### src/rtl/dispatcher_pkg.sv
// Shared constants for the dispatch stage: field widths, opcode encodings,
// the x0 index and the holding-register state encoding.
package dispatcher_pkg;

  localparam int ROB_ID_W_DEF = 4;
  localparam int DATA_W_DEF   = 32;
  localparam int OP_W_DEF     = 6;
  localparam int REG_W        = 5;

  localparam logic [REG_W-1:0] REG_X0 = '0;

  localparam logic [OP_W_DEF-1:0] OP_ADD  = 6'd1;
  localparam logic [OP_W_DEF-1:0] OP_ADDI = 6'd2;
  localparam logic [OP_W_DEF-1:0] OP_LW   = 6'd3;
  localparam logic [OP_W_DEF-1:0] OP_SW   = 6'd4;

  typedef enum logic {
    EMPTY = 1'b0,
    HELD  = 1'b1
  } dsp_state_e;

  function automatic logic is_x0(input logic [REG_W-1:0] idx);
    return idx == REG_X0;
  endfunction

endpackage

### src/rtl/dsp_operand_resolve.sv
// Combinational source-operand resolution: RF, then ROB, then CDB.
// DSP_CDB_BYPASS_EN selects forwarding a CDB match versus stalling on it.
module dsp_operand_resolve
  import dispatcher_pkg::*;
#(
  parameter int ROB_ID_W = ROB_ID_W_DEF,
  parameter int DATA_W   = DATA_W_DEF
) (
  input  logic                use_src,
  input  logic [REG_W-1:0]    idx,
  input  logic                rf_busy,
  input  logic [ROB_ID_W-1:0] rf_tag,
  input  logic [DATA_W-1:0]   rf_val,
  input  logic                rob_rdy,
  input  logic [DATA_W-1:0]   rob_v,
  input  logic                cdb_valid,
  input  logic [ROB_ID_W-1:0] cdb_tag,
  input  logic [DATA_W-1:0]   cdb_val,
  output logic                ready,
  output logic [ROB_ID_W-1:0] q,
  output logic [DATA_W-1:0]   v,
  output logic                stall
);

  always_comb begin
    ready = 1'b1;
    q     = '0;
    v     = '0;
    stall = 1'b0;
    if (!use_src || is_x0(idx)) begin
      ready = 1'b1;
    end else if (!rf_busy) begin
      v = rf_val;
    end else if (rob_rdy) begin
      v = rob_v;
    end else if (cdb_valid && (cdb_tag == rf_tag)) begin
`ifdef DSP_CDB_BYPASS_EN
      v = cdb_val;
`else
      // Value is discarded: the stall blocks issue and the retry reads the ROB.
      ready = 1'b0;
      q     = rf_tag;
      v     = cdb_val;
      stall = 1'b1;
`endif
    end else begin
      ready = 1'b0;
      q     = rf_tag;
    end
  end

endmodule

### src/rtl/dispatcher.sv
// Issue stage: one-entry holding register, operand resolution, ROB allocation,
// rename and issue to RS/LSB. Optional macro: DSP_CDB_BYPASS_EN.
module dispatcher
  import dispatcher_pkg::*;
#(
  parameter int ROB_ID_W = ROB_ID_W_DEF,
  parameter int DATA_W   = DATA_W_DEF,
  parameter int OP_W     = OP_W_DEF
) (
  input  logic                clk,
  input  logic                rst,
  input  logic                rdy,
  input  logic                clr,
  input  logic                inst_valid,
  output logic                inst_ready,
  input  logic [OP_W-1:0]     dec_op,
  input  logic [4:0]          dec_rd,
  input  logic [4:0]          dec_rs1,
  input  logic [4:0]          dec_rs2,
  input  logic                dec_use_rs1,
  input  logic                dec_use_rs2,
  input  logic                dec_has_rd,
  input  logic                dec_is_ls,
  input  logic [DATA_W-1:0]   dec_imm,
  input  logic [DATA_W-1:0]   dec_pc,
  output logic [4:0]          rf_rs1,
  output logic [4:0]          rf_rs2,
  input  logic                rf_busy1,
  input  logic                rf_busy2,
  input  logic [ROB_ID_W-1:0] rf_tag1,
  input  logic [ROB_ID_W-1:0] rf_tag2,
  input  logic [DATA_W-1:0]   rf_val1,
  input  logic [DATA_W-1:0]   rf_val2,
  output logic                rf_ren_en,
  output logic [4:0]          rf_ren_rd,
  output logic [ROB_ID_W-1:0] rf_ren_tag,
  input  logic                rob_full,
  input  logic [ROB_ID_W-1:0] rob_id,
  output logic [ROB_ID_W-1:0] rob_qi,
  output logic [ROB_ID_W-1:0] rob_qj,
  input  logic                rob_qi_rdy,
  input  logic                rob_qj_rdy,
  input  logic [DATA_W-1:0]   rob_vi,
  input  logic [DATA_W-1:0]   rob_vj,
  output logic                rob_alloc,
  output logic [4:0]          rob_rd,
  output logic [OP_W-1:0]     rob_op,
  output logic [DATA_W-1:0]   rob_pc,
  input  logic                rs_full,
  input  logic                lsb_full,
  output logic                rs_en,
  output logic                lsb_en,
  output logic [OP_W-1:0]     iss_op,
  output logic [ROB_ID_W-1:0] iss_qi,
  output logic [ROB_ID_W-1:0] iss_qj,
  output logic [DATA_W-1:0]   iss_vi,
  output logic [DATA_W-1:0]   iss_vj,
  output logic                iss_ri,
  output logic                iss_rj,
  output logic [DATA_W-1:0]   iss_imm,
  output logic [DATA_W-1:0]   iss_pc,
  output logic [ROB_ID_W-1:0] iss_tag,
  input  logic                cdb_valid,
  input  logic [ROB_ID_W-1:0] cdb_tag,
  input  logic [DATA_W-1:0]   cdb_val
);

  dsp_state_e state_q, state_d;
  logic [OP_W-1:0]     op_q, op_d;
  logic [4:0]          rd_q, rd_d, rs1_q, rs1_d, rs2_q, rs2_d;
  logic                use1_q, use1_d, use2_q, use2_d, has_rd_q, has_rd_d, is_ls_q, is_ls_d;
  logic [DATA_W-1:0]   imm_q, imm_d, pc_q, pc_d;

  logic                rob_alloc_q, rob_alloc_d, rs_en_q, rs_en_d, lsb_en_q, lsb_en_d;
  logic                rf_ren_en_q, rf_ren_en_d;
  logic [4:0]          rob_rd_q, rob_rd_d, rf_ren_rd_q, rf_ren_rd_d;
  logic [OP_W-1:0]     rob_op_q, rob_op_d, iss_op_q, iss_op_d;
  logic [DATA_W-1:0]   rob_pc_q, rob_pc_d, iss_pc_q, iss_pc_d, iss_imm_q, iss_imm_d;
  logic [DATA_W-1:0]   iss_vi_q, iss_vi_d, iss_vj_q, iss_vj_d;
  logic [ROB_ID_W-1:0] rf_ren_tag_q, rf_ren_tag_d, iss_tag_q, iss_tag_d;
  logic [ROB_ID_W-1:0] iss_qi_q, iss_qi_d, iss_qj_q, iss_qj_d;
  logic                iss_ri_q, iss_ri_d, iss_rj_q, iss_rj_d;

  logic                ready1, ready2, stall1, stall2;
  logic [ROB_ID_W-1:0] q1, q2;
  logic [DATA_W-1:0]   v1, v2;
  logic                held, unit_full, go, accept, strobe_gate;

  dsp_operand_resolve #(.ROB_ID_W(ROB_ID_W), .DATA_W(DATA_W)) u_res1 (
    .use_src(use1_q), .idx(rs1_q), .rf_busy(rf_busy1), .rf_tag(rf_tag1), .rf_val(rf_val1),
    .rob_rdy(rob_qi_rdy), .rob_v(rob_vi), .cdb_valid(cdb_valid), .cdb_tag(cdb_tag),
    .cdb_val(cdb_val), .ready(ready1), .q(q1), .v(v1), .stall(stall1)
  );

  dsp_operand_resolve #(.ROB_ID_W(ROB_ID_W), .DATA_W(DATA_W)) u_res2 (
    .use_src(use2_q), .idx(rs2_q), .rf_busy(rf_busy2), .rf_tag(rf_tag2), .rf_val(rf_val2),
    .rob_rdy(rob_qj_rdy), .rob_v(rob_vj), .cdb_valid(cdb_valid), .cdb_tag(cdb_tag),
    .cdb_val(cdb_val), .ready(ready2), .q(q2), .v(v2), .stall(stall2)
  );

  assign held       = (state_q == HELD);
  assign unit_full  = is_ls_q ? lsb_full : rs_full;
  assign go         = rdy && !clr && held && !rob_full && !unit_full && !stall1 && !stall2;
  assign inst_ready = !rst && rdy && !clr && (!held || go);
  assign accept     = inst_ready && inst_valid;

  always_comb begin
    state_d  = state_q;
    op_d     = op_q;     rd_d     = rd_q;     rs1_d    = rs1_q;   rs2_d = rs2_q;
    use1_d   = use1_q;   use2_d   = use2_q;   has_rd_d = has_rd_q; is_ls_d = is_ls_q;
    imm_d    = imm_q;    pc_d     = pc_q;
    if (rdy) begin
      if (clr) begin
        state_d = EMPTY;
      end else if (accept) begin
        state_d  = HELD;
        op_d     = dec_op;      rd_d     = dec_rd;      rs1_d    = dec_rs1;    rs2_d   = dec_rs2;
        use1_d   = dec_use_rs1; use2_d   = dec_use_rs2; has_rd_d = dec_has_rd; is_ls_d = dec_is_ls;
        imm_d    = dec_imm;     pc_d     = dec_pc;
      end else if (go) begin
        state_d = EMPTY;
      end
    end
  end

  // Strobes follow go only while enabled; the issue bus holds between issues.
  always_comb begin
    rob_alloc_d  = rob_alloc_q;  rs_en_d   = rs_en_q;   lsb_en_d    = lsb_en_q;
    rf_ren_en_d  = rf_ren_en_q;
    rob_rd_d     = rob_rd_q;     rob_op_d  = rob_op_q;  rob_pc_d    = rob_pc_q;
    rf_ren_rd_d  = rf_ren_rd_q;  rf_ren_tag_d = rf_ren_tag_q;
    iss_op_d     = iss_op_q;     iss_qi_d  = iss_qi_q;  iss_qj_d    = iss_qj_q;
    iss_vi_d     = iss_vi_q;     iss_vj_d  = iss_vj_q;  iss_ri_d    = iss_ri_q;
    iss_rj_d     = iss_rj_q;     iss_imm_d = iss_imm_q; iss_pc_d    = iss_pc_q;
    iss_tag_d    = iss_tag_q;
    if (rdy) begin
      rob_alloc_d = go;
      rs_en_d     = go && !is_ls_q;
      lsb_en_d    = go && is_ls_q;
      rf_ren_en_d = go && has_rd_q && !is_x0(rd_q);
    end
    if (go) begin
      rob_rd_d     = has_rd_q ? rd_q : REG_X0;
      rob_op_d     = op_q;
      rob_pc_d     = pc_q;
      rf_ren_rd_d  = rd_q;
      rf_ren_tag_d = rob_id;
      iss_op_d     = op_q;
      iss_qi_d     = q1;     iss_qj_d = q2;
      iss_vi_d     = v1;     iss_vj_d = v2;
      iss_ri_d     = ready1; iss_rj_d = ready2;
      iss_imm_d    = imm_q;  iss_pc_d = pc_q;
      iss_tag_d    = rob_id;
    end
  end

  always_ff @(posedge clk) begin
    if (rst) begin
      state_q  <= EMPTY;
      op_q     <= '0; rd_q <= '0; rs1_q <= '0; rs2_q <= '0;
      use1_q   <= 1'b0; use2_q <= 1'b0; has_rd_q <= 1'b0; is_ls_q <= 1'b0;
      imm_q    <= '0; pc_q <= '0;
      rob_alloc_q  <= 1'b0; rs_en_q <= 1'b0; lsb_en_q <= 1'b0; rf_ren_en_q <= 1'b0;
      rob_rd_q     <= '0; rob_op_q <= '0; rob_pc_q <= '0;
      rf_ren_rd_q  <= '0; rf_ren_tag_q <= '0;
      iss_op_q     <= '0; iss_qi_q <= '0; iss_qj_q <= '0; iss_vi_q <= '0; iss_vj_q <= '0;
      iss_ri_q     <= 1'b0; iss_rj_q <= 1'b0; iss_imm_q <= '0; iss_pc_q <= '0; iss_tag_q <= '0;
    end else begin
      state_q  <= state_d;
      op_q     <= op_d; rd_q <= rd_d; rs1_q <= rs1_d; rs2_q <= rs2_d;
      use1_q   <= use1_d; use2_q <= use2_d; has_rd_q <= has_rd_d; is_ls_q <= is_ls_d;
      imm_q    <= imm_d; pc_q <= pc_d;
      rob_alloc_q  <= rob_alloc_d; rs_en_q <= rs_en_d; lsb_en_q <= lsb_en_d; rf_ren_en_q <= rf_ren_en_d;
      rob_rd_q     <= rob_rd_d; rob_op_q <= rob_op_d; rob_pc_q <= rob_pc_d;
      rf_ren_rd_q  <= rf_ren_rd_d; rf_ren_tag_q <= rf_ren_tag_d;
      iss_op_q     <= iss_op_d; iss_qi_q <= iss_qi_d; iss_qj_q <= iss_qj_d;
      iss_vi_q     <= iss_vi_d; iss_vj_q <= iss_vj_d;
      iss_ri_q     <= iss_ri_d; iss_rj_q <= iss_rj_d; iss_imm_q <= iss_imm_d;
      iss_pc_q     <= iss_pc_d; iss_tag_q <= iss_tag_d;
    end
  end

  // A strobe held over a pause is shown only once rdy returns.
  assign strobe_gate = rdy && !rst;
  assign rob_alloc   = rob_alloc_q && strobe_gate;
  assign rs_en       = rs_en_q && strobe_gate;
  assign lsb_en      = lsb_en_q && strobe_gate;
  assign rf_ren_en   = rf_ren_en_q && strobe_gate;

  assign rf_rs1     = rs1_q;
  assign rf_rs2     = rs2_q;
  assign rob_qi     = rf_tag1;
  assign rob_qj     = rf_tag2;
  assign rob_rd     = rob_rd_q;
  assign rob_op     = rob_op_q;
  assign rob_pc     = rob_pc_q;
  assign rf_ren_rd  = rf_ren_rd_q;
  assign rf_ren_tag = rf_ren_tag_q;
  assign iss_op     = iss_op_q;
  assign iss_qi     = iss_qi_q;
  assign iss_qj     = iss_qj_q;
  assign iss_vi     = iss_vi_q;
  assign iss_vj     = iss_vj_q;
  assign iss_ri     = iss_ri_q;
  assign iss_rj     = iss_rj_q;
  assign iss_imm    = iss_imm_q;
  assign iss_pc     = iss_pc_q;
  assign iss_tag    = iss_tag_q;

endmodule

### config.mk
export PLATFORM = sky130hd
export DESIGN_NAME = dispatcher
export DESIGN_NICKNAME = d
export VERILOG_FILES = /design/src/rtl/dispatcher_pkg.sv /design/src/rtl/dsp_operand_resolve.sv /design/src/rtl/dispatcher.sv
export SDC_FILE = /design/constraint.sdc
export NUM_CORES = 1
export LEC_CHECK = 0
export CORE_AREA = 3 3 196 198
export CTS_BUF_LIST = sky130_fd_sc_hd__clkbuf_4
export DETAILED_ROUTE_END_ITERATION = 8
export DIE_AREA = 0 0 199 201
export DONT_BUFFER_PORTS = 1
export PLACE_DENSITY = 0.49
export SLEW_MARGIN = 40
export SYNTH_ARGS = -nofsm -noshare
export SYNTH_HDL_FRONTEND = slang
export SYNTH_SLANG_ARGS = --single-unit
### constraint.sdc
create_clock -name clk -period 6.4 [get_ports clk]
set_input_delay 0 -clock clk [delete_from_list [all_inputs] [get_ports clk]]
set_output_delay 0 -clock clk [all_outputs]
set_load 0.01 [all_outputs]
==> results by group, run 1 <==
Logic synthesis
  – Mapped cell area: 12100 um2
  – Sequential area share after synthesis: 41.9%
  – Synth warnings: 0
  – Distinct cells, synth: 46
  – Synth async-reset ratio: 0%
  – Synth top area cells: dfxtp_1, nand2b_1, mux2i_1, a21oi_1, o21ai_0
  – Synth top area share: 41.9%
  – Mapped Cells: 1366
  – #FFs+latches synth: 252
  – Syn avg cell area: 8.82 um2
  – EDFF count, synth: 0
  – Synth area leader: dfxtp_1
  – Most used DFF post-synth: dfxtp_1
  – Post-synth net total: 1644

Floorplan
  – Ports: 501
  – Die W: 199 um
  – Starting density of the core: 32.8%
  – Cell Rows: 70
  – Die Ht: 201 um

Run status
  – Stop Error: [ERROR RSZ-0060] Max buffer count reached.
  – Fail Step: clock tree synthesis (4_1_cts)
  – Status: aborted with a tool error

Clock network
  – Clk sinks: 252
  – H-tree depth: 3
  – Max clock buf depth: 3
  – Postcts setup bufs: 0
  – Resized cells post-CTS: 0
  – Hold Buf Count CTS: 361
  – CTS Buf Count: 74
  – Clk Tree Root Cell: clkbuf_4

Place
  – Post-DP HPWL: 27800 um
  – RePlAce Congestion: 0.940
  – Port bufs: 0
-- stage by stage --
| step | area (um2) | util (%) | setup WS (ns) | std cells | hold WS [ns] |
|---|---|---|---|---|---|
| detailed placement | 11900 | 32.4 | 3.28 | 1666 | 0.000111 |
| global placement | 11800 | 32.2 | 3.30 | 1664 | 0.000113 |
| floorplan | 12100 | - | 4.30 | 1366 | 0.0918 |
-- cell families after synthesis --
kind of cell,after synthesis,synth area share [%]
compound gates,395,22.7
xor+xnor,8,0.581
buf+inv,251,10.1
flops,252,41.9
mux,90,7.48
simple gates,370,17.2
-- synthesized netlist by cell type (2+ instances only) --
master / number
nor2_2: 2
and3_1: 2
nor3b_1: 2
nand4_1: 13
nor2_1: 33
a21oi_1: 131
o21ai_0: 111
clkbuf_1: 96
nand3_1: 82
nor4_2: 2
dfxtp_1: 252
buf_2: 24
inv_1: 66
or4_1: 3
nand2_1: 36
buf_4: 60
xnor2_1: 8
and2_1: 4
o21ai_1: 16
mux2i_1: 89
o311ai_0: 32
a32oi_1: 32
and3b_1: 2
o32ai_1: 2
a22o_1: 32
buf_6: 3
buf_1: 2
nand2b_1: 182
o32ai_2: 30
==> run 2: changes to the inputs <==
--- a/config.mk
+++ b/config.mk
@@ -5,12 +5,11 @@
 export SDC_FILE = /design/constraint.sdc
 export NUM_CORES = 1
 export LEC_CHECK = 0
-export CORE_AREA = 3 3 196 198
-export CTS_BUF_LIST = sky130_fd_sc_hd__clkbuf_4
+export CORE_MARGIN = 3
+export CORE_UTILIZATION = 20
 export DETAILED_ROUTE_END_ITERATION = 8
-export DIE_AREA = 0 0 199 201
 export DONT_BUFFER_PORTS = 1
-export PLACE_DENSITY = 0.49
+export PLACE_DENSITY_LB_ADDON = 0.15
 export SLEW_MARGIN = 40
 export SYNTH_ARGS = -nofsm -noshare
 export SYNTH_HDL_FRONTEND = slang
==> results by group, run 2 <==
Route
  – DRC Markers: 0
  – Via density: 4.73
  – Vias: 10800
  – Router iterations before antenna repair: 5
  – ANT nets after route: 0
  – DR iter-0 viols: 589
  – Avg WL per Cell: 22.7 um
  – Drt total wl: 51700 um

Critical path
  – Worst Setup End Kind: flip-flop
  – Kind of critical path: flip-flop to flip-flop
  – Worst setup SP type: flip-flop
  – Worst endpoint data arrival time: 3.99 ns
  – Register-to-register setup slack: 2.86 ns
  – R2R Path Start: rf_rs2[3]
  – CP Data Required Time: 6.85 ns
  – R2r worst-path depth: 8
  – Critical path fanouts, max: 59
  – RR Endpoint: imm_q[8]

STA
  – FMAX: 283 MHz
  – Final Cycle Share: 55.3%
  – Skew final: 0.0207 ns
  – WHS: 0.000152 ns
  – Worst slew margin: 46.7%
  – Setup TNS: 0 ns
  – RSZ-0062 raised after global routing: no
  – Slew @ Worst Pin: 0.800 ns
  – Hold Vio Cnt, Final: 0
  – Min Tclk post-route: 3.54 ns
  – Max Transition Viols Final: 0
  – Final worst slack: 2.86 ns
  – Final setup violation count: 0

Logic synthesis
  – Simple-gate share of the synthesized area: 17.2%
  – Synth area leader: dfxtp_1
  – Post-synth net total: 1644
  – Synth Area in XOR/XNOR: 0.581%
  – #FFs+latches synth: 252
  – EDFF count, synth: 0
  – Sequential area share after synthesis: 41.9%
  – Syn avg cell area: 8.82 um2
  – Synth async-reset ratio: 0%
  – Synth top area cells: dfxtp_1, nand2b_1, mux2i_1, a21oi_1, o21ai_0
  – Largest family of logic cells by synthesized area: compound AO/OA/AOI/OAI gates
  – Synth top cells by count: dfxtp_1, nand2b_1, a21oi_1
  – Count leader, synth: dfxtp_1
  – Adder and majority gate portion of the synthesized area: 0%
  – Synth warnings: 0
  – Mapped cell area: 12100 um2
  – Most used DFF post-synth: dfxtp_1
  – Synth Area in Compound Gates: 22.7%
  – Synth top area share: 41.9%
  – Mapped Cells: 1366
  – Distinct cells, synth: 46
  – Multiplexer share of the synthesized area: 7.48%

Final layout
  – Antenna diode count: 0
  – Final nets: 1757
  – Most frequent cells in the layout: dfxtp_1, dlygate4sd3_1, nand2b_1, a21oi_1, o21ai_0
  – Post-layout util: 26.8%
  – Final cell count without fillers: 2276
  – Post-route cell area: 15900 um2
  – Most common cell after layout, fill and taps aside: dfxtp_1
  – Area Growth Syn to Fin: 31.9%
  – Share of cells above drive strength 1: 8.05%

Floorplan
  – Area of the core: 59400 um2
  – Die W: 251 um
  – Total die area: 63200 um2
  – Starting density of the core: 20.3%
  – Ports: 501
  – Die Ht: 251 um
  – Cell Rows: 89

Run status
  – Status: finished clean

Clock network
  – H-tree depth: 2
  – Max clock buf depth: 3
  – CTS tree: yes
  – Worst-path clk slew: 0.06 ns
  – Clk sinks: 252
  – CTS Buf Count: 35
  – Worst skew pair latency: 0.54 ns
  – Clk Tree Root Cell: clkbuf_16

GRT
  – GR Overflow Total: 0
  – Largest net degree at the start of global routing: 310
  – Vias in the first global route: 10900
  – Initial antenna violation count: 3
  – Tot GR Track Use: 15.5%
  – First-pass GRT wire length: 73800 um

Power
  – Maximum VDD drop: 136 uV
  – Leakage: 5.90 nW
  – Tot Pwr: 3.83 mW
  – Power Density: 241 nW/um2

Place
  – DP Area: 12300 um2
  – RePlAce Congestion: 0.793
  – Inst Count DP: 1972
  – Post-DP HPWL: 33600 um
  – Port bufs: 0
  – Pre-CTS setup slack: 2.79 ns

Flow run
  – Maxcap violations: 0

Min path
  – Hold EP: rob_qi[2]
  – Hold path cells: 0
  – Hold Crit Class: input port to output port
  – Hold_sp: rf_tag1[2]
run 2: cell counts after synthesis:
No cell type changed its count.
run 2: metal layers:
| layer | vias up | track usage (%) | part of all wire (%) |
|---|---|---|---|
| li1 | 5001 | - | - |
| met1 | 5203 | 18.7 | 41 |
| met2 | 457 | 25.7 | 47 |
| met3 | 101 | 5.08 | 8.0 |
| met4 | 2 | 5.75 | 3.3 |
| met5 | - | 0 | 0.019 |
run 2: final cells by class:
cell class / instances / area, um2
inverters: 66 / 248
repair buffers: 261 / 2700
clock buffers: 53 / 1040
multi-input cells: 863 / 5840
flip-flops and latches: 252 / 5040
well taps: 773 / 967
clock inverters: 8 / 61.3
fillers: 6310 / 43500
run 2: report_power, final:
part / switching (mW) / internal [mW]
Clock: 0.765 / 1.13
Sequential: 0.00998 / 1.58
Combinational: 0.160 / 0.190
Total: 0.935 / 2.90
run 2: worst max path at each step:
stage	cells past startpoint	slack (ns)	from	endpoint
2_1_floorplan	7	4.30	rf_rs1[4]	iss_vj[20]
3_3_place_gp	7	2.74	rf_rs2[3]	imm_q[10]
3_5_place_dp	8	2.79	rf_rs2[3]	imm_q[24]
4_1_cts	8	2.75	rf_rs2[3]	op_q[5]
5_1_grt	8	2.58	rf_rs2[3]	imm_q[20]
6_report	8	2.86	rf_rs2[3]	imm_q[8]
run 2: repair_timing:
item,CTS,global route
setup buffers,0,0
hold buffers,240,1
hold endpoints to repair,252,13
resized for setup,0,0
run 2: logic make-up after synthesis:
logic type | count (synthesis)
AO/OA/AOI/OAI | 395
XOR/XNOR | 8
buffers and inverters | 251
flip-flops | 252
multiplexers | 90
AND/OR/NAND/NOR | 370
run 2: critical path, stage by stage (launching register included):
cell and delay, ns:
dfxtp_1 0.50, or4_1 0.26, o21ai_2 0.14, o41ai_4 0.25, buf_4 0.62, o21ba_4 0.62
buf_12 0.27, buf_4 0.48, mux2i_1 0.24
Power figures use the tool's default switching activity.
